===== src/rtl/mult4_dot_acc.sv =====
// mult4_dot_acc: dot-product accumulator that sits behind the 4x4 multiplier.
// Each accepted 8-bit product is added to a running group sum. A group closes
// on in_last or once MAX_LEN terms are in. The result (sum, term count,
// overflow flag) is presented on a registered valid/ready output.
//
// Optional build macro: MULT4_DOT_ACC_SATURATE_EN
//   defined   -> the sum clamps at 2^ACC_W-1 instead of wrapping
//   undefined -> the sum wraps mod 2^ACC_W
// In both builds out_ovf reports that the true sum passed 2^ACC_W-1.
//
// Handshake rules (both ports):
//   A transfer happens on a rising clk edge when valid & ready are both high.
//   Once out_valid is high, out_sum/out_len/out_ovf stay constant until the
//   transfer. in_ready = !out_valid | out_ready, so it never looks at in_valid.
//
// The FSM state is identical to out_valid: ACC (0) collecting, HOLD (1) result
// pending. It is observable directly through out_valid.
module mult4_dot_acc #(
  parameter  int ACC_W   = 12,
  parameter  int MAX_LEN = 16,
  localparam int LEN_W   = $clog2(MAX_LEN + 1)
) (
  input  logic             clk,
  input  logic             rst,
  input  logic             in_valid,
  output logic             in_ready,
  input  logic [7:0]       in_p,
  input  logic             in_last,
  output logic             out_valid,
  input  logic             out_ready,
  output logic [ACC_W-1:0] out_sum,
  output logic [LEN_W-1:0] out_len,
  output logic             out_ovf
);

  typedef enum logic {
    ST_ACC  = 1'b0,
    ST_HOLD = 1'b1
  } state_t;

  state_t state_q, state_d;

  logic [ACC_W-1:0] acc_q, acc_d;
  logic [LEN_W-1:0] cnt_q, cnt_d;
  logic             ovf_q, ovf_d;

  logic [ACC_W-1:0] out_sum_q, out_sum_d;
  logic [LEN_W-1:0] out_len_q, out_len_d;
  logic             out_ovf_q, out_ovf_d;

  logic             accept;
  logic             close;
  logic             first_term;
  logic [ACC_W:0]   sum_full;
  logic [ACC_W-1:0] sum_next;
  logic             ovf_next;
  logic [LEN_W-1:0] cnt_inc;

  // Output decode: valid is the state itself, ready opens when the result
  // slot is empty or is being drained this cycle.
  always_comb begin
    out_valid = (state_q == ST_HOLD);
    in_ready  = (state_q == ST_ACC) || out_ready;
  end

  // Datapath arithmetic for the product being offered this cycle.
  always_comb begin
    accept     = in_valid && in_ready;
    first_term = (cnt_q == '0);
    cnt_inc    = cnt_q + LEN_W'(1);
    close      = accept && (in_last || (cnt_q == LEN_W'(MAX_LEN - 1)));
    if (first_term) begin
      sum_full = {{(ACC_W + 1 - 8){1'b0}}, in_p};
      ovf_next = 1'b0;
    end else begin
      sum_full = {1'b0, acc_q} + {{(ACC_W + 1 - 8){1'b0}}, in_p};
      ovf_next = ovf_q || sum_full[ACC_W];
    end
`ifdef MULT4_DOT_ACC_SATURATE_EN
    sum_next = sum_full[ACC_W] ? {ACC_W{1'b1}} : sum_full[ACC_W-1:0];
`else
    sum_next = sum_full[ACC_W-1:0];
`endif
  end

  // Next state: a closing accept always leaves a result pending; otherwise a
  // drained result returns to collecting.
  always_comb begin
    state_d = state_q;
    case (state_q)
      ST_ACC:  if (close) state_d = ST_HOLD;
      ST_HOLD: if (out_ready) state_d = close ? ST_HOLD : ST_ACC;
      default: state_d = ST_ACC;
    endcase
  end

  // Next values for the group accumulator and the result registers.
  always_comb begin
    acc_d     = acc_q;
    cnt_d     = cnt_q;
    ovf_d     = ovf_q;
    out_sum_d = out_sum_q;
    out_len_d = out_len_q;
    out_ovf_d = out_ovf_q;
    if (close) begin
      acc_d     = '0;
      cnt_d     = '0;
      ovf_d     = 1'b0;
      out_sum_d = sum_next;
      out_len_d = cnt_inc;
      out_ovf_d = ovf_next;
    end else if (accept) begin
      acc_d = sum_next;
      cnt_d = cnt_inc;
      ovf_d = ovf_next;
    end
  end

  // State register.
  always_ff @(posedge clk) begin
    if (rst) state_q <= ST_ACC;
    else     state_q <= state_d;
  end

  // Accumulator and result registers; reset drops any partial group and any
  // pending result.
  always_ff @(posedge clk) begin
    if (rst) begin
      acc_q     <= '0;
      cnt_q     <= '0;
      ovf_q     <= 1'b0;
      out_sum_q <= '0;
      out_len_q <= '0;
      out_ovf_q <= 1'b0;
    end else begin
      acc_q     <= acc_d;
      cnt_q     <= cnt_d;
      ovf_q     <= ovf_d;
      out_sum_q <= out_sum_d;
      out_len_q <= out_len_d;
      out_ovf_q <= out_ovf_d;
    end
  end

  assign out_sum = out_sum_q;
  assign out_len = out_len_q;
  assign out_ovf = out_ovf_q;

endmodule


===== config.mk =====
export PLATFORM = sky130hd
export DESIGN_NAME = mult4_dot_acc
export DESIGN_NICKNAME = d
export VERILOG_FILES = /design/src/rtl/mult4_dot_acc.sv
export SDC_FILE = /design/constraint.sdc
export NUM_CORES = 1
export LEC_CHECK = 0
export ABC_CLOCK_PERIOD_IN_PS = 3900
export BUFFER_PORTS_ARGS = -buffer_cell sky130_fd_sc_hd__clkbuf_2
export CAP_MARGIN = 0
export CORE_ASPECT_RATIO = 0.5
export CORE_MARGIN = 5
export CORE_UTILIZATION = 60
export DETAILED_ROUTE_END_ITERATION = 8
export PLACE_DENSITY = 0.84
export REMOVE_ABC_BUFFERS = 1
export SYNTH_ARGS = -nofsm -noshare
export SYNTH_HDL_FRONTEND = slang
export SYNTH_SLANG_ARGS = --single-unit

===== constraint.sdc =====
create_clock -name clk -period 3.9 [get_ports clk]
set_clock_uncertainty 0.15 [all_clocks]
set_input_delay 0.585 -clock clk [delete_from_list [all_inputs] [get_ports clk]]
set_output_delay 0.585 -clock clk [all_outputs]
set_load 0.02 [all_outputs]

==> impl_results.md, run 1 <==
* Top FF cell, synth: dfxtp_1
* Final period util at 0.669
* Synth async-reset ratio at 0
* Routed len/inst at 15.0 um
* Grt ovf at 0
* # IOs at 33
* Max_cap viols at 0
* CORE AREA at between 3000 and 4000 sq um
* DR iter-0 viols at 122
* Mapped Cells at 242
* # setup viols final at 0
* Fin. Hold Viols at 0
* Unique cell type count in the Yosys netlist at 51
* Sequential cell area fraction in the yosys report at 0.361
* Clock sinks at 37
* Crit path DAT at around 2.7 ns
* Final Net Count at 293
* # resized after CTS at 0
* Max Slew Vio Count at 0
* Dominant cell type by area after synthesis: dfxtp_1
* # rows at 15
* Post-CTS setup buffers at 0
* Synth Cell Area at 2050 sq um
* Routed vias/inst at 6.02
* Mean Syn Cell Area at 8.49 sq um
* Initial Utilization at 0.612
* Largest net degree at the start of global routing at 24
* Setup CP Type: reg2reg
* Reg clk slew, reported paths at 0.07 ns
* Leak Pwr at 0.975 nW
* Chip height at 51.4 um
* CTS buffer count at 5
* Pwr dens at 378 nW/um^2
* Placed inst area at about 2200 sq um
* Slew margin rel. at 0.433
* Area growth, synth to finish at 11.1%
* Total inserted antenna cells at 0
* Die X at 92.8 um
* Setup TNS at 0 ns
* Critical Path Source Type: register
* Root Driver: clkbuf_8
* Initial antenna violation count at 0
* Routed Wire Length at approximately 4.7 mm
* Highest Clock Rate at roughly 380 MHz
* Synth top area share at 0.361
* Die area at 4770 sq um
* Synth cell count leaders: dfxtp_1 (37), nor2_1 (22), nand2_1 (19), a211oi_1 (14), a21oi_1 (13)
* Crit end category: register
* Vias in the first global route at 1665
* Filler cell count at 283
* Gpl congestion at 0.857
* RSZ-0062 raised after global routing: no
* Clock period minus worst slack at between 2 and 3 ns
* Clk buf depth at 2
* Count leader, synth: dfxtp_1
* Layout cells sized above 1 at 0.171
* Slew @ Worst Pin at 0.843 ns
* Ys Warns at 0
* Worst VDD drop at 0.156 mV
* CTS tree: built
* Synth area leaders: dfxtp_1 (36%), ha_1 (6.7%), a211oi_1 (5.1%)
* Final routed DRC violation total at 0
* Status: finished clean
* Worst-path fanout max at 9
* Post-DRT Antenna Nets at 0
* Worst Path Required at 3.97 ns
* Post-DP HPWL at 3.31 mm
* First-pass GRT wire length at 7.49 mm
* Port bufs at 32
* #FFs+latches synth at 37
* Hold Path Class: reg2reg
* Post-route cell area at between 2000 and 2500 sq um
* CTS H-tree depth at 2
* Post-synth EDFFs at 0
* DR vias at 1873
* # hold bufs at CTS at 0
* Drt first pass iters at 5
* Worst-Skew Late Latency at 0.29 ns
* Total GRT Usage at 0.200
## routing by layer
metal / GRT usage / part of all wire / vias up
met2: 0.328 / 0.46 / 67
met1: 0.261 / 0.47 / 851
met4: 0.0681 / 0.013 / 0
met5: 0 / 0 / -
li1: - / - / 947
met3: 0.0471 / 0.062 / 8
## path summary, 6_finish.rpt
| path | slack, ns | from | to | cells after the start |
|---|---|---|---|---|
| setup / recovery | 1.29 | cnt_q[0] | out_sum[9] | 8 |
| hold / removal | 0.30 | ovf_q | ovf_q | 2 |
| hold reg to reg | 0.30 | ovf_q | ovf_q | 2 |
| setup reg to reg | 1.29 | cnt_q[0] | out_sum[9] | 8 |
## critical path, stage by stage (launching register included)
cell and delay, ns:
dfxtp_1 0.43, ha_1 0.24, and3_2 0.19, ha_1 0.15, or2_2 0.14, nand3_2 0.17
nor3_1 0.74, o2111ai_1 0.20, o211ai_1 0.13
## through the flow
step | hold slack (ns) | std cells | power, mW | util | setup WS, ns
after floorplan | 0.271 | 228 | 0.549 | - | 1.24
after global placement | 0.282 | 303 | 0.600 | 0.655 | 1.30
after detailed placement | 0.288 | 303 | 0.605 | 0.655 | 1.21
after CTS | 0.298 | 311 | 0.864 | 0.680 | 1.28
after global routing | 0.320 | 311 | 0.903 | 0.680 | 1.04
final | 0.296 | 311 | 0.862 | 0.680 | 1.29
## power breakdown
part           switching (mW)  total [mW]  internal, mW
combinational           0.120       0.189        0.0697
sequential             0.0127       0.410         0.398
clock                   0.139       0.263         0.124
total                   0.271       0.862         0.591
## registers in the layout, indices dropped and copies added (netlist names)
register   flops
acc_q         12
cnt_q          5
out_len        5
out_ovf        1
out_sum       12
out_valid      1
ovf_q          1
## cells in the final DEF, fill, tap and decap left out, types with 3 or more instances in the layout
master | synthesis | routed
ha_1 | 11 | 11
a211oi_1 | 14 | 14
dfxtp_1 | 37 | 37
o21ai_0 | 12 | 12
o211ai_1 | 4 | 4
nor2_1 | 22 | 22
clkbuf_8 | 0 | 5
a21oi_1 | 13 | 13
a21o_1 | 3 | 3
and2_1 | 4 | 4
xnor2_1 | 4 | 4
a211o_1 | 5 | 5
a31oi_1 | 7 | 7
clkbuf_2 | 0 | 32
or3_1 | 3 | 3
nand3_1 | 9 | 9
nor3_1 | 5 | 5
nand2_1 | 19 | 19
nand4_1 | 3 | 3
o21a_1 | 3 | 3
inv_1 | 12 | 12
o2111ai_1 | 4 | 4
## logic make-up (layout without fill, tap and decap cells)
kind of cell	after synthesis	in the layout	synth area share
compound gates	78	78	0.266
xor+xnor	6	6	0.0256
fa+ha+maj	12	12	0.0767
buf+inv	26	53	0.0579
flops	37	37	0.361
mux	2	2	0.00974
simple gates	81	81	0.204
## area by class of cell
cell class                 count  area [sq um]  share of cell area
inverter                      12          45.0              0.0197
clock buffer                   6          72.6              0.0318
multi-input combinational    179          1190               0.523
clock inverter                 2          10.0             0.00438
timing repair buffer          33           168              0.0734
sequential                    37           741               0.324
tap                           42          52.6              0.0230
Note: power is estimated with default switching activity, not from simulation.
==> run 2: changes to the inputs <==
ABC_AREA = 1   (was default)
ABC_CLOCK_PERIOD_IN_PS = 2300   (was 3900)
CORE_UTILIZATION = 51   (was 60)
PLACE_DENSITY = 0.76   (was 0.84)
clock period = 2.3 ns   (was 3.9 ns; I/O delays follow)
==> impl_results.md, run 2 <==
* Post-route cell area at approximately 2500 sq um
* # setup viols final at 0
* Critical Path Source Type: register
* Setup CP Type: reg2reg
* R2R Path Start: cnt_q[0]
* Final period util at 0.907
* DR iter-0 viols at 111
* Mapped Cells at 301
* Max_cap viols at 0
* First-pass GRT wire length at 8.40 mm
* Critical path destination: cnt_q[3]
* Clock sinks at 37
* Die X at ~100 um
* Mean Syn Cell Area at 7.09 sq um
* Most common cell after layout, fill and taps aside: nand2_1
* CTS tree: built
* RSZ-0062 raised after global routing: no
* RR Endpoint: cnt_q[3]
* Worst Setup SP: cnt_q[0]
* Total GRT Usage at 0.180
* Gpl congestion at between 0.8 and 0.9
* Largest net degree at the start of global routing at 31
* Vias in the first global route at 1917
* Chip height at ~56 um
* Placed inst area at 2320 sq um
* Synth async-reset ratio at 0
* Worst VDD drop at 0.350 mV
* Worst R2R Setup Slack at 0.21 ns
* Total inserted antenna cells at 0
* Worst Path Required at about 2.4 ns
* Routed vias/inst at between 5 and 6
* Register area at 741 sq um
* Post-synth EDFFs at 0
* Post-DP HPWL at 3.53 mm
* Final Net Count at 360
* Post-Place Cells at ~380
* Crit end category: register
* Worst-path fanout max at 18
* Comb pwr share at 0.196
* Crit path DAT at 2.16 ns
* Leak Pwr at 1.26 nW
* CORE AREA at around 4000 sq um
* Total net switching power at roughly 0.48 mW
* Worst-Skew Late Latency at between 0.2 and 0.3 ns
* Sw Share at 0.283
* Max Slew Vio Count at 0
* Synth area leaders: dfxtp_1 (35%), nand2_1 (15%), ha_1 (6.4%)
* Sequential cell area fraction in the yosys report at 0.347
* Slew margin rel. at 0.749
* Total Power at approximately 1.7 mW
* Highest Clock Rate at 480 MHz
* Synth Cell Area at 2130 sq um
* #FFs+latches synth at 37
* Drt first pass iters at 5
* # IOs at 33
* Setup TNS at 0 ns
* Status: finished clean
* # hold bufs at CTS at 0
* Reg2Reg Depth at 8
* Synth cell count leaders: nand2_1 (85), dfxtp_1 (37), inv_1 (35), nand3_1 (24), a21oi_1 (19)
* Clk buf depth at 2
* Internal power at 1.22 mW
* Root Driver: clkbuf_8
* CTS buffer count at 5
* Filler cell count at 351
* DR vias at 1972
* Final routed DRC violation total at 0
* CTS H-tree depth at 2
* Count leader, synth: nand2_1
* Multi-input gate area at 1170 sq um
* # resized after CTS at 0
* Routed len/inst at 12.2 um
* Sequential power share at 0.411
* Reg clk slew, reported paths at 0.08 ns
* Ys Warns at 0
* Top FF cell, synth: dfxtp_1
* Post-CTS setup buffers at 0
* Slew @ Worst Pin at roughly 0.38 ns
* Dominant cell type by area after synthesis: dfxtp_1
* Pwr dens at between 600 and 700 nW/um^2
* Unique cell type count in the Yosys netlist at 34
* Initial Utilization at 0.539
* Initial antenna violation count at 0
* Post-DRT Antenna Nets at 0
* Port bufs at 32
* Routed Wire Length at 4.77 mm
* Fin. Hold Viols at 0
* Most frequent cells in the layout: nand2_1 (85), dfxtp_1 (37), inv_1 (35)
* Synth top area share at 0.347
* Layout cells sized above 1 at 0.179
* Clock share of power at 0.392
* # rows at 16
* Setup slack after layout at about 0.21 ns
* Area growth, synth to finish at 14.9%
* Post-Place Worst Slack at 0.202 ns
* Grt ovf at 0
* Clock period minus worst slack at 2.09 ns
* Die area at approximately 5700 sq um
* Hold Path Class: in2reg
* Non-filler cells, final at 390
==> run 2: cell type report <==
class                   count  share of cell area
multi-input cells         214               0.477
clock inverters             3              0.0265
well taps                  54              0.0276
repair buffers             33              0.0684
clock buffers               5              0.0281
inverters                  44              0.0704
flip-flops and latches     37               0.302
==> run 2: per-stage QoR <==
step	hold WS, ns	utilization
6_report	0.118	0.619
2_1_floorplan	0.264	-
4_1_cts	0.110	0.619
3_3_place_gp	0.281	0.585
3_5_place_dp	0.290	0.585
5_1_grt	0.128	0.619
==> run 2: power by group through the flow <==
stage	Sequential [mW]	Combinational, mW	Clock, mW
finish	0.702	0.335	0.669
global route	0.706	0.378	0.703
CTS	0.701	0.332	0.677
detailed placement	0.716	0.329	0
global placement	0.713	0.320	0
floorplan	0.730	0.224	0
==> run 2: metal layers <==
layer / global-route usage / share of wire
met5: 0 / 0
met4: 0.0492 / 0.0082
met3: 0.0451 / 0.031
met2: 0.301 / 0.46
met1: 0.230 / 0.50
==> run 2: kinds of logic after synthesis <==
| logic type | after synthesis | synth area share |
|---|---|---|
| adders and majority gates | 12 | 0.0739 |
| muxes | 1 | 0.00469 |
| DFF | 37 | 0.347 |
| buffers and inverters | 50 | 0.105 |
| AOI/OAI and AO/OA | 51 | 0.141 |
| and+or+nand+nor | 145 | 0.308 |
| xor gates and xnor gates | 5 | 0.0205 |
==> run 2: how the worst min path moves through the flow <==
stage	startpoint	to	slack, ns	depth (start not counted)
floorplan	rst	out_len[2]	0.26	1
global placement	out_len[1]	out_len[1]	0.28	2
detailed placement	out_len[1]	out_len[1]	0.29	2
CTS	rst	out_len[2]	0.11	2
global route	rst	out_len[2]	0.13	2
finish	rst	out_len[2]	0.12	2
==> run 2: critical path, stage by stage (launching register included) <==
cell and delay, ns:
dfxtp_1 0.35, ha_1 0.24, and3_1 0.19, ha_1 0.22, o21ai_4 0.27, nand2_4 0.17
inv_6 0.18, o21ai_0 0.12, a21oi_1 0.13
